**src/rtl/dmem_pkg.sv**
```systemverilog
// Shared types, constants and the address-window check for the data-memory arbiter.
package dmem_pkg;

  typedef enum logic [1:0] {
    StIdle  = 2'd0,
    StIssue = 2'd1,
    StResp  = 2'd2
  } state_e;

  localparam logic [31:0] IO_PAGE_BASE = 32'hFFFFFC00;
  localparam int unsigned DEPTH_LOG2_DEF = 14;

  // Word aligned and inside the RAM window; the IO page lies above any legal window.
  function automatic logic addr_ok(input logic [31:0] addr, input int unsigned depth_log2);
    return (addr[1:0] == 2'b00) && ((addr >> (depth_log2 + 2)) == 32'd0);
  endfunction

endpackage

```
**src/rtl/dmem_arbiter_if.sv**
```systemverilog
// Requester ports 0/1 plus the memory-side bus of the data-memory arbiter.
interface dmem_arbiter_if #(
  parameter int unsigned DEPTH_LOG2 = dmem_pkg::DEPTH_LOG2_DEF,
  parameter int unsigned DATA_W     = 32
);
  logic                  req0, we0, ack0, err0;
  logic [31:0]           addr0;
  logic [DATA_W-1:0]     wdata0, rdata0;
  logic                  req1, we1, ack1, err1;
  logic [31:0]           addr1;
  logic [DATA_W-1:0]     wdata1, rdata1;
  logic                  mem_en, mem_we;
  logic [DEPTH_LOG2-1:0] mem_addr;
  logic [DATA_W-1:0]     mem_wdata, mem_rdata;

  // Arbiter side.
  modport slave (
    input  req0, we0, addr0, wdata0, req1, we1, addr1, wdata1, mem_rdata,
    output ack0, err0, rdata0, ack1, err1, rdata1, mem_en, mem_we, mem_addr, mem_wdata
  );

  // Requesters and memory side.
  modport master (
    output req0, we0, addr0, wdata0, req1, we1, addr1, wdata1, mem_rdata,
    input  ack0, err0, rdata0, ack1, err1, rdata1, mem_en, mem_we, mem_addr, mem_wdata
  );
endinterface

```
**src/rtl/dmem_arbiter_rr_arb2.sv**
```systemverilog
// Two-requester round-robin picker: on a tie the port that did not win last time wins.
module rr_arb2 (
  input  logic req0,
  input  logic req1,
  input  logic last_grant,
  output logic gnt_valid,
  output logic gnt_id
);
  always_comb begin
    gnt_valid = req0 | req1;
    gnt_id    = (req0 && req1) ? ~last_grant : req1;
  end
endmodule

```
**src/rtl/dmem_arbiter.sv**
```systemverilog
// Round-robin arbiter/sequencer sharing one BRAM between two ports, 3 cycles per access.
// Optional statistics counters are enabled with the DMEM_ARB_STATS_EN macro.
module dmem_arbiter
  import dmem_pkg::*;
#(
  parameter int unsigned DEPTH_LOG2 = DEPTH_LOG2_DEF,
  parameter int unsigned DATA_W     = 32
) (
  input  logic           clk,
  input  logic           rst,
  dmem_arbiter_if.slave  bus,
  output logic           busy,
  output logic           grant_id
`ifdef DMEM_ARB_STATS_EN
  ,
  output logic [31:0]    grant_cnt0,
  output logic [31:0]    grant_cnt1,
  output logic [15:0]    err_cnt
`endif
);

  state_e                r_state, w_state_next;
  logic                  r_last_grant, r_grant_id, r_we, r_ok;
  logic [DEPTH_LOG2-1:0] r_addr;
  logic [DATA_W-1:0]     r_wdata, w_rdata;
  logic                  w_gnt_valid, w_gnt_id;
  logic [31:0]           w_sel_addr;

  rr_arb2 u_rr_arb2 (
    .req0       (bus.req0),
    .req1       (bus.req1),
    .last_grant (r_last_grant),
    .gnt_valid  (w_gnt_valid),
    .gnt_id     (w_gnt_id)
  );

  always_ff @(posedge clk) begin
    if (rst) r_state <= StIdle;
    else     r_state <= w_state_next;
  end

  always_comb begin
    w_state_next = r_state;
    unique case (r_state)
      StIdle:  if (w_gnt_valid) w_state_next = StIssue;
      StIssue: w_state_next = StResp;
      StResp:  w_state_next = StIdle;
      default: w_state_next = StIdle;
    endcase
  end

  assign w_sel_addr = w_gnt_id ? bus.addr1 : bus.addr0;

  // Winner's request is captured once; later changes on either port are ignored.
  always_ff @(posedge clk) begin
    if (rst) begin
      r_last_grant <= 1'b1;
      r_grant_id   <= 1'b0;
      r_we         <= 1'b0;
      r_ok         <= 1'b0;
      r_addr       <= '0;
      r_wdata      <= '0;
    end else if (r_state == StIdle && w_gnt_valid) begin
      r_last_grant <= w_gnt_id;
      r_grant_id   <= w_gnt_id;
      r_we         <= w_gnt_id ? bus.we1 : bus.we0;
      r_ok         <= addr_ok(w_sel_addr, DEPTH_LOG2);
      r_addr       <= w_sel_addr[DEPTH_LOG2+1:2];
      r_wdata      <= w_gnt_id ? bus.wdata1 : bus.wdata0;
    end
  end

  always_comb begin
    bus.mem_en    = 1'b0;
    bus.mem_we    = 1'b0;
    bus.mem_addr  = '0;
    bus.mem_wdata = '0;
    bus.ack0      = 1'b0;
    bus.err0      = 1'b0;
    bus.rdata0    = '0;
    bus.ack1      = 1'b0;
    bus.err1      = 1'b0;
    bus.rdata1    = '0;
    w_rdata       = (r_ok && !r_we) ? bus.mem_rdata : '0;
    unique case (r_state)
      StIssue: begin
        bus.mem_en    = r_ok;
        bus.mem_we    = r_ok & r_we;
        bus.mem_addr  = r_addr;
        bus.mem_wdata = r_wdata;
      end
      StResp: begin
        if (r_grant_id) begin
          bus.ack1   = 1'b1;
          bus.err1   = ~r_ok;
          bus.rdata1 = w_rdata;
        end else begin
          bus.ack0   = 1'b1;
          bus.err0   = ~r_ok;
          bus.rdata0 = w_rdata;
        end
      end
      default: ;
    endcase
  end

  assign busy     = (r_state != StIdle);
  assign grant_id = r_grant_id;

`ifdef DMEM_ARB_STATS_EN
  logic [31:0] r_grant_cnt0, r_grant_cnt1;
  logic [15:0] r_err_cnt;

  always_ff @(posedge clk) begin
    if (rst) begin
      r_grant_cnt0 <= '0;
      r_grant_cnt1 <= '0;
      r_err_cnt    <= '0;
    end else if (r_state == StResp) begin
      if (r_grant_id) r_grant_cnt1 <= r_grant_cnt1 + 32'd1;
      else            r_grant_cnt0 <= r_grant_cnt0 + 32'd1;
      if (!r_ok)      r_err_cnt    <= r_err_cnt + 16'd1;
    end
  end

  assign grant_cnt0 = r_grant_cnt0;
  assign grant_cnt1 = r_grant_cnt1;
  assign err_cnt    = r_err_cnt;
`endif

endmodule

```
**src/flat_wrapper.sv**
```systemverilog
// flat-port wrapper written by rule: the top's interface ports become plain ports
module dmem_arbiter_flat import dmem_pkg::*;
#(
  parameter int unsigned DEPTH_LOG2 = DEPTH_LOG2_DEF,
  parameter int unsigned DATA_W     = 32
)
  (clk, rst, busy, grant_id, bus_req0, bus_we0, bus_addr0, bus_wdata0, bus_req1, bus_we1, bus_addr1, bus_wdata1, bus_mem_rdata, bus_ack0, bus_err0, bus_rdata0, bus_ack1, bus_err1, bus_rdata1, bus_mem_en, bus_mem_we, bus_mem_addr, bus_mem_wdata);
  dmem_arbiter_if #(.DEPTH_LOG2(DEPTH_LOG2), .DATA_W(DATA_W)) bus_i ();
  input  logic clk;
  input  logic rst;
  output logic busy;
  output logic grant_id;
  input wire logic [$bits(bus_i.req0)-1:0] bus_req0;
  input wire logic [$bits(bus_i.we0)-1:0] bus_we0;
  input wire logic [$bits(bus_i.addr0)-1:0] bus_addr0;
  input wire logic [$bits(bus_i.wdata0)-1:0] bus_wdata0;
  input wire logic [$bits(bus_i.req1)-1:0] bus_req1;
  input wire logic [$bits(bus_i.we1)-1:0] bus_we1;
  input wire logic [$bits(bus_i.addr1)-1:0] bus_addr1;
  input wire logic [$bits(bus_i.wdata1)-1:0] bus_wdata1;
  input wire logic [$bits(bus_i.mem_rdata)-1:0] bus_mem_rdata;
  output wire logic [$bits(bus_i.ack0)-1:0] bus_ack0;
  output wire logic [$bits(bus_i.err0)-1:0] bus_err0;
  output wire logic [$bits(bus_i.rdata0)-1:0] bus_rdata0;
  output wire logic [$bits(bus_i.ack1)-1:0] bus_ack1;
  output wire logic [$bits(bus_i.err1)-1:0] bus_err1;
  output wire logic [$bits(bus_i.rdata1)-1:0] bus_rdata1;
  output wire logic [$bits(bus_i.mem_en)-1:0] bus_mem_en;
  output wire logic [$bits(bus_i.mem_we)-1:0] bus_mem_we;
  output wire logic [$bits(bus_i.mem_addr)-1:0] bus_mem_addr;
  output wire logic [$bits(bus_i.mem_wdata)-1:0] bus_mem_wdata;
  assign bus_i.req0 = bus_req0;
  assign bus_i.we0 = bus_we0;
  assign bus_i.addr0 = bus_addr0;
  assign bus_i.wdata0 = bus_wdata0;
  assign bus_i.req1 = bus_req1;
  assign bus_i.we1 = bus_we1;
  assign bus_i.addr1 = bus_addr1;
  assign bus_i.wdata1 = bus_wdata1;
  assign bus_i.mem_rdata = bus_mem_rdata;
  assign bus_ack0 = bus_i.ack0;
  assign bus_err0 = bus_i.err0;
  assign bus_rdata0 = bus_i.rdata0;
  assign bus_ack1 = bus_i.ack1;
  assign bus_err1 = bus_i.err1;
  assign bus_rdata1 = bus_i.rdata1;
  assign bus_mem_en = bus_i.mem_en;
  assign bus_mem_we = bus_i.mem_we;
  assign bus_mem_addr = bus_i.mem_addr;
  assign bus_mem_wdata = bus_i.mem_wdata;
  dmem_arbiter #(.DEPTH_LOG2(DEPTH_LOG2), .DATA_W(DATA_W)) u_core (.clk(clk), .rst(rst), .bus(bus_i), .busy(busy), .grant_id(grant_id));
endmodule
```
**config.mk**
```make
export PLATFORM = sky130hd
export DESIGN_NAME = dmem_arbiter_flat
export DESIGN_NICKNAME = d
export VERILOG_FILES = /design/src/rtl/dmem_pkg.sv /design/src/rtl/dmem_arbiter_if.sv /design/src/rtl/dmem_arbiter_rr_arb2.sv /design/src/rtl/dmem_arbiter.sv /design/src/flat_wrapper.sv
export SDC_FILE = /design/constraint.sdc
export NUM_CORES = 1
export LEC_CHECK = 0
export CAP_MARGIN = 0
export CORE_MARGIN = 2
export CORE_UTILIZATION = 30
export DETAILED_ROUTE_END_ITERATION = 10
export DONT_BUFFER_PORTS = 1
export PLACE_DENSITY = 0.49
export RECOVER_POWER = 100
export SLEW_MARGIN = 20
export SYNTH_ARGS = -nofsm -noshare
export SYNTH_HDL_FRONTEND = slang
export SYNTH_HIERARCHICAL = 1
export SYNTH_SLANG_ARGS = --single-unit
```
**constraint.sdc**
```tcl
create_clock -name clk -period 2 [get_ports clk]
set_clock_uncertainty 0.1 [all_clocks]
set_input_delay 0.3 -clock clk [delete_from_list [all_inputs] [get_ports clk]]
set_output_delay 0.3 -clock clk [all_outputs]
set_load 0.01 [all_outputs]
```
# Word-level counts from Yosys, hierarchy flattened
# Index checks and enable logic that the tools add are counted.
# word_totals
register_bits,52
in_bits,166
out_inout_bits,118
wordCells,46
# op_classes
n_reduce_logical,9
eq_ne,3
muxes,23
bitwise,4
# ops
operator,count
$mux W32,8
$logic_not A32 Y1,1
$mux W14,1
$mux W1,12
$logic_and A1 B1 Y1,4
$logic_not A2 Y1,2
$pmux W2 S2,1
$eq A2 B1 Y1 const B,1
$eq A2 B2 Y1 const B,1
$mux W2,1
$ne A2 B1 Y1 const B,1
$not A1 Y1,2
$reduce_bool A2 Y1,1
$and A1 B1 Y1,1
$logic_not A1 Y1,1
$or A1 B1 Y1,1

# Logic depth before layout (Yosys ltp)
# Gate-level depths: netlist of run 1.
# depth
word_depth,5
mapped_depth,6
ltp_nobuf,5

# Hierarchy
# Netlist of run 1, hierarchy kept.
# by_module_without_submodules
module,cells_per_inst,seq_area_each_um2,instances,area_each_um2
dmem_arbiter,381,1041.0,1,3385.7
rr_arb2,2,0.0,1,13.8

# Least setup slack after synthesis of run 1
# No wires, ideal clock.
# synth_path
kind,reg-to-output
from,"register u_core.r_grant_id, in the netlist u_core/grant_id"
to,output bus_err0
t_required_ns,1.600
stages_incl_launch_ff,4
n_path_buf,1
setup_slack_ns,0.422
arrival_ns,1.178
cell_sequence,dfxtp_1 > nor3b_2 > clkbuf_1 > nor2b_1
# synth_via
elab_chain_cells,2
# synth_lines
item,line_no,source
start: declaration,dmem_arbiter.sv:23,"logic r_last_grant, r_grant_id, r_we, r_ok;"
start signal: assignment,dmem_arbiter.sv:65,r_grant_id <= w_gnt_id;
$mux W1,dmem_arbiter.sv:93,if (r_grant_id) begin
$mux W1,dmem_arbiter.sv:85,unique case (r_state)
end: declaration,flat_wrapper.sv:23,output wire logic [$bits(bus_i.err0)-1:0] bus_err0;
# Every way passes these cells.

# Worst setup path after layout of run 1
# layout_path
from,"register u_core.r_grant_id, in the netlist u_core/grant_id"
to,output bus_err1
# layout_via
elab_chain_cells,2
# layout_lines
item,line_no,source
$mux W1,dmem_arbiter.sv:93,
$mux W1,dmem_arbiter.sv:85,
end: declaration,flat_wrapper.sv:26,output wire logic [$bits(bus_i.err1)-1:0] bus_err1;
# Every way passes these cells.

==> results of run 1 <==
## final timing paths
| kind | endpoint | slack (ns) | cells past startpoint |
|---|---|---|---|
| min | u_core/r_last_grant | 0.02 | 2 |
| max | bus_err1 | 0.09 | 3 |
| min reg2reg | u_core/r_wdata[12] | 0.40 | 2 |
| max reg2reg | u_core/r_wdata[21] | 0.14 | 6 |
## critical path, cell delays in order, from the launching register on
cell and delay (ns):
dfxtp_1 0.48, and3b_1 0.19, buf_4 0.27, nor2b_1 0.27
## placed cells by master, fill, tap and decap left out, drive strengths merged
| master | n |
|---|---|
| clkinvlp | 1 |
| and2 | 48 |
| nor3 | 2 |
| nor3b | 2 |
| or2 | 1 |
| dfxtp | 52 |
| and3 | 65 |
| dlygate4sd3 | 8 |
| a21boi | 1 |
| nor2b | 4 |
| buf | 12 |
| nand2 | 5 |
| and2b | 1 |
| a211oi | 47 |
| clkbuf | 10 |
| nand3 | 2 |
| nor4b | 1 |
| a221oi | 1 |
| a21o | 1 |
| a21oi | 3 |
| inv | 1 |
| mux2i | 47 |
| nor2 | 49 |
| nor4 | 7 |
| and3b | 1 |
## per-stage QoR
stage               utilization  total power [mW]  hold WS [ns]
floorplan                     -             1.751        0.3373
global placement         0.3198             1.808        0.2699
detailed placement       0.3198             1.824        0.2738
CTS                      0.3434             2.792       0.01309
global route             0.3449             2.926       0.01683
finish                   0.3449             2.761       0.01737
## registers in the layout, indices dropped and copies added (netlist names)
signal	flops
u_core/r_ok	1
u_core/grant_id	1
u_core/r_we	1
u_core/r_state	2
u_core/r_wdata	32
u_core/r_last_grant	1
u_core/r_addr	14
## routing by layer
metal,vias to the layer above,wire [µm]
li1,1332,-
met1,1301,4035
met2,141,5094
met3,8,840
met4,2,133
met5,-,13
## cell families (layout without fill, tap and decap cells)
kind of cell / Yosys count / after routing / synth area share
DFF: 52 / 52 / 0.3062
buffers and inverters: 43 / 32 / 0.06698
and+or+nand+nor: 188 / 188 / 0.3125
muxes: 47 / 47 / 0.1384
AOI/OAI and AO/OA: 53 / 53 / 0.1759
## final cells by class
class | instances | area [µm²]
Multi-Input combinational cell | 288 | 2140
Timing Repair Buffer | 23 | 261.5
Inverter | 1 | 3.754
Tap cell | 140 | 175.2
Sequential cell | 52 | 1041
Fill cell | 1144 | 7164
Clock inverter | 1 | 7.507
Clock buffer | 7 | 142.6
## report_power, final
| group | switching (mW) | internal, mW |
|---|---|---|
| clock network | 0.402 | 0.501 |
| registers | 0.0582 | 1.15 |
| logic | 0.367 | 0.280 |
## repair_timing
action / 4_1_cts / 5_1_grt
resized for setup: 0 / 1
setup endpoints to repair: 0 / 6
buffers inserted: 0 / 2
hold buffers: 9 / 0
hold endpoints to repair: 49 / 0
==> metrics, run 1 <==
Yosys warnings=6; Slew Limit Fails=0; Nets=537; GR Layer Usage met1=0.1705; GRT Residual Overflow=0; critical path capture point type=output port; CTS HTree Levels=2; Max VDD drop=0.3416 mV; Initial Util=0.3109; DR pass1 iterations=4; maximum number of pins on one net before global-route repair=65; setup TNS=0 ns; Crit Path Max Fanout=34; cell taking the most area after synthesis=dfxtp_1; CP Class=reg2out; Via density=5.438; Detail Route Antenna Nets=0; routability cong.=0.7401; Die Y-Extent=110.5 µm; DP Wirelength=7257 µm; top post-synthesis cells by count=and3_1, dfxtp_1, nor2_1; total I/O pin count=284; #FFs+latches synth=52; fin area=3771 µm²; most used routing layer=met2; vias in the first global route=2772; Layout Cells excl Fill=512; PD cells=732.1 nW/µm²; HP Class=in2reg; Post-synth ARST share=0; Hold Path Origin=rst; Initial DRC Count=204; Post-synth EDFFs=0; per-cell routed wire length=19.76 µm; Total Die Area=12200 µm²; area delta synth->final=10.93%; Final setup viols=0; worst r2r src=u_core/r_state[1]; crit path from=u_core/grant_id; Final WS setup=0.08912 ns; Syn Nets=549; Slew @ Worst Pin=0.6960 ns; dpl ws=0.2746 ns; clk slew on worst S/H paths=0.07 ns; Hold Vio Cnt, Final=0; Worst Path Required=1.60 ns; met2 usage=0.2712; routed wire length=10120 µm; core area=10940 µm²; share of the synthesized area in the top cell type=0.3062; setup repair after global routing missed its margin=false; root buf cell=clkbuf_16; max cap viols=0; Chip Width=110.5 µm; Cell variety after synth=30; top post-synthesis cells by area=dfxtp_1, a211oi_2, mux2i_1; Vias=2784; first-pass GRT wire length=14860 µm; CTS max path bufs=2; initial antenna violation count=1; CTS tree=built; Syn Area/Cell=8.876 µm²; DP Area=3497 µm²; DRC violations left=0; Mapped Area=3400 µm²; clock latency at the later pin of the worst-skew pair=0.29 ns; CTS sink cnt=52; CP arrival=1.51 ns; layout cells sized above 1=0.1828; Syn Inst Count=383; Rows=38; most frequent cell after synthesis=and3_1; All-Layer GR Usage=0.1501; crit path time final=1.911 ns; grt met3 use=0.05159; Buffers on Ports=0; ANT cells=0; Tcrit/Tclk final=0.9554; leakage=1.655 nW; status=complete, no violations; Fmax achieved=523.3 MHz; Critical Path Source Type=flip-flop; Synth Flop Type=dfxtp_1; sequential area share after synthesis=0.3062; max_slew headroom=0.5360; dpl cells=492; CTS buffer count=5
No activity file was read; power rests on OpenSTA's default activity.
==> inputs of run 2 (changes only) <==
Settings changed: CTS_CLUSTER_SIZE set to 16.
==> results of run 2 <==
Same layout as run 1: the final DEF is identical, and so are final timing and power.
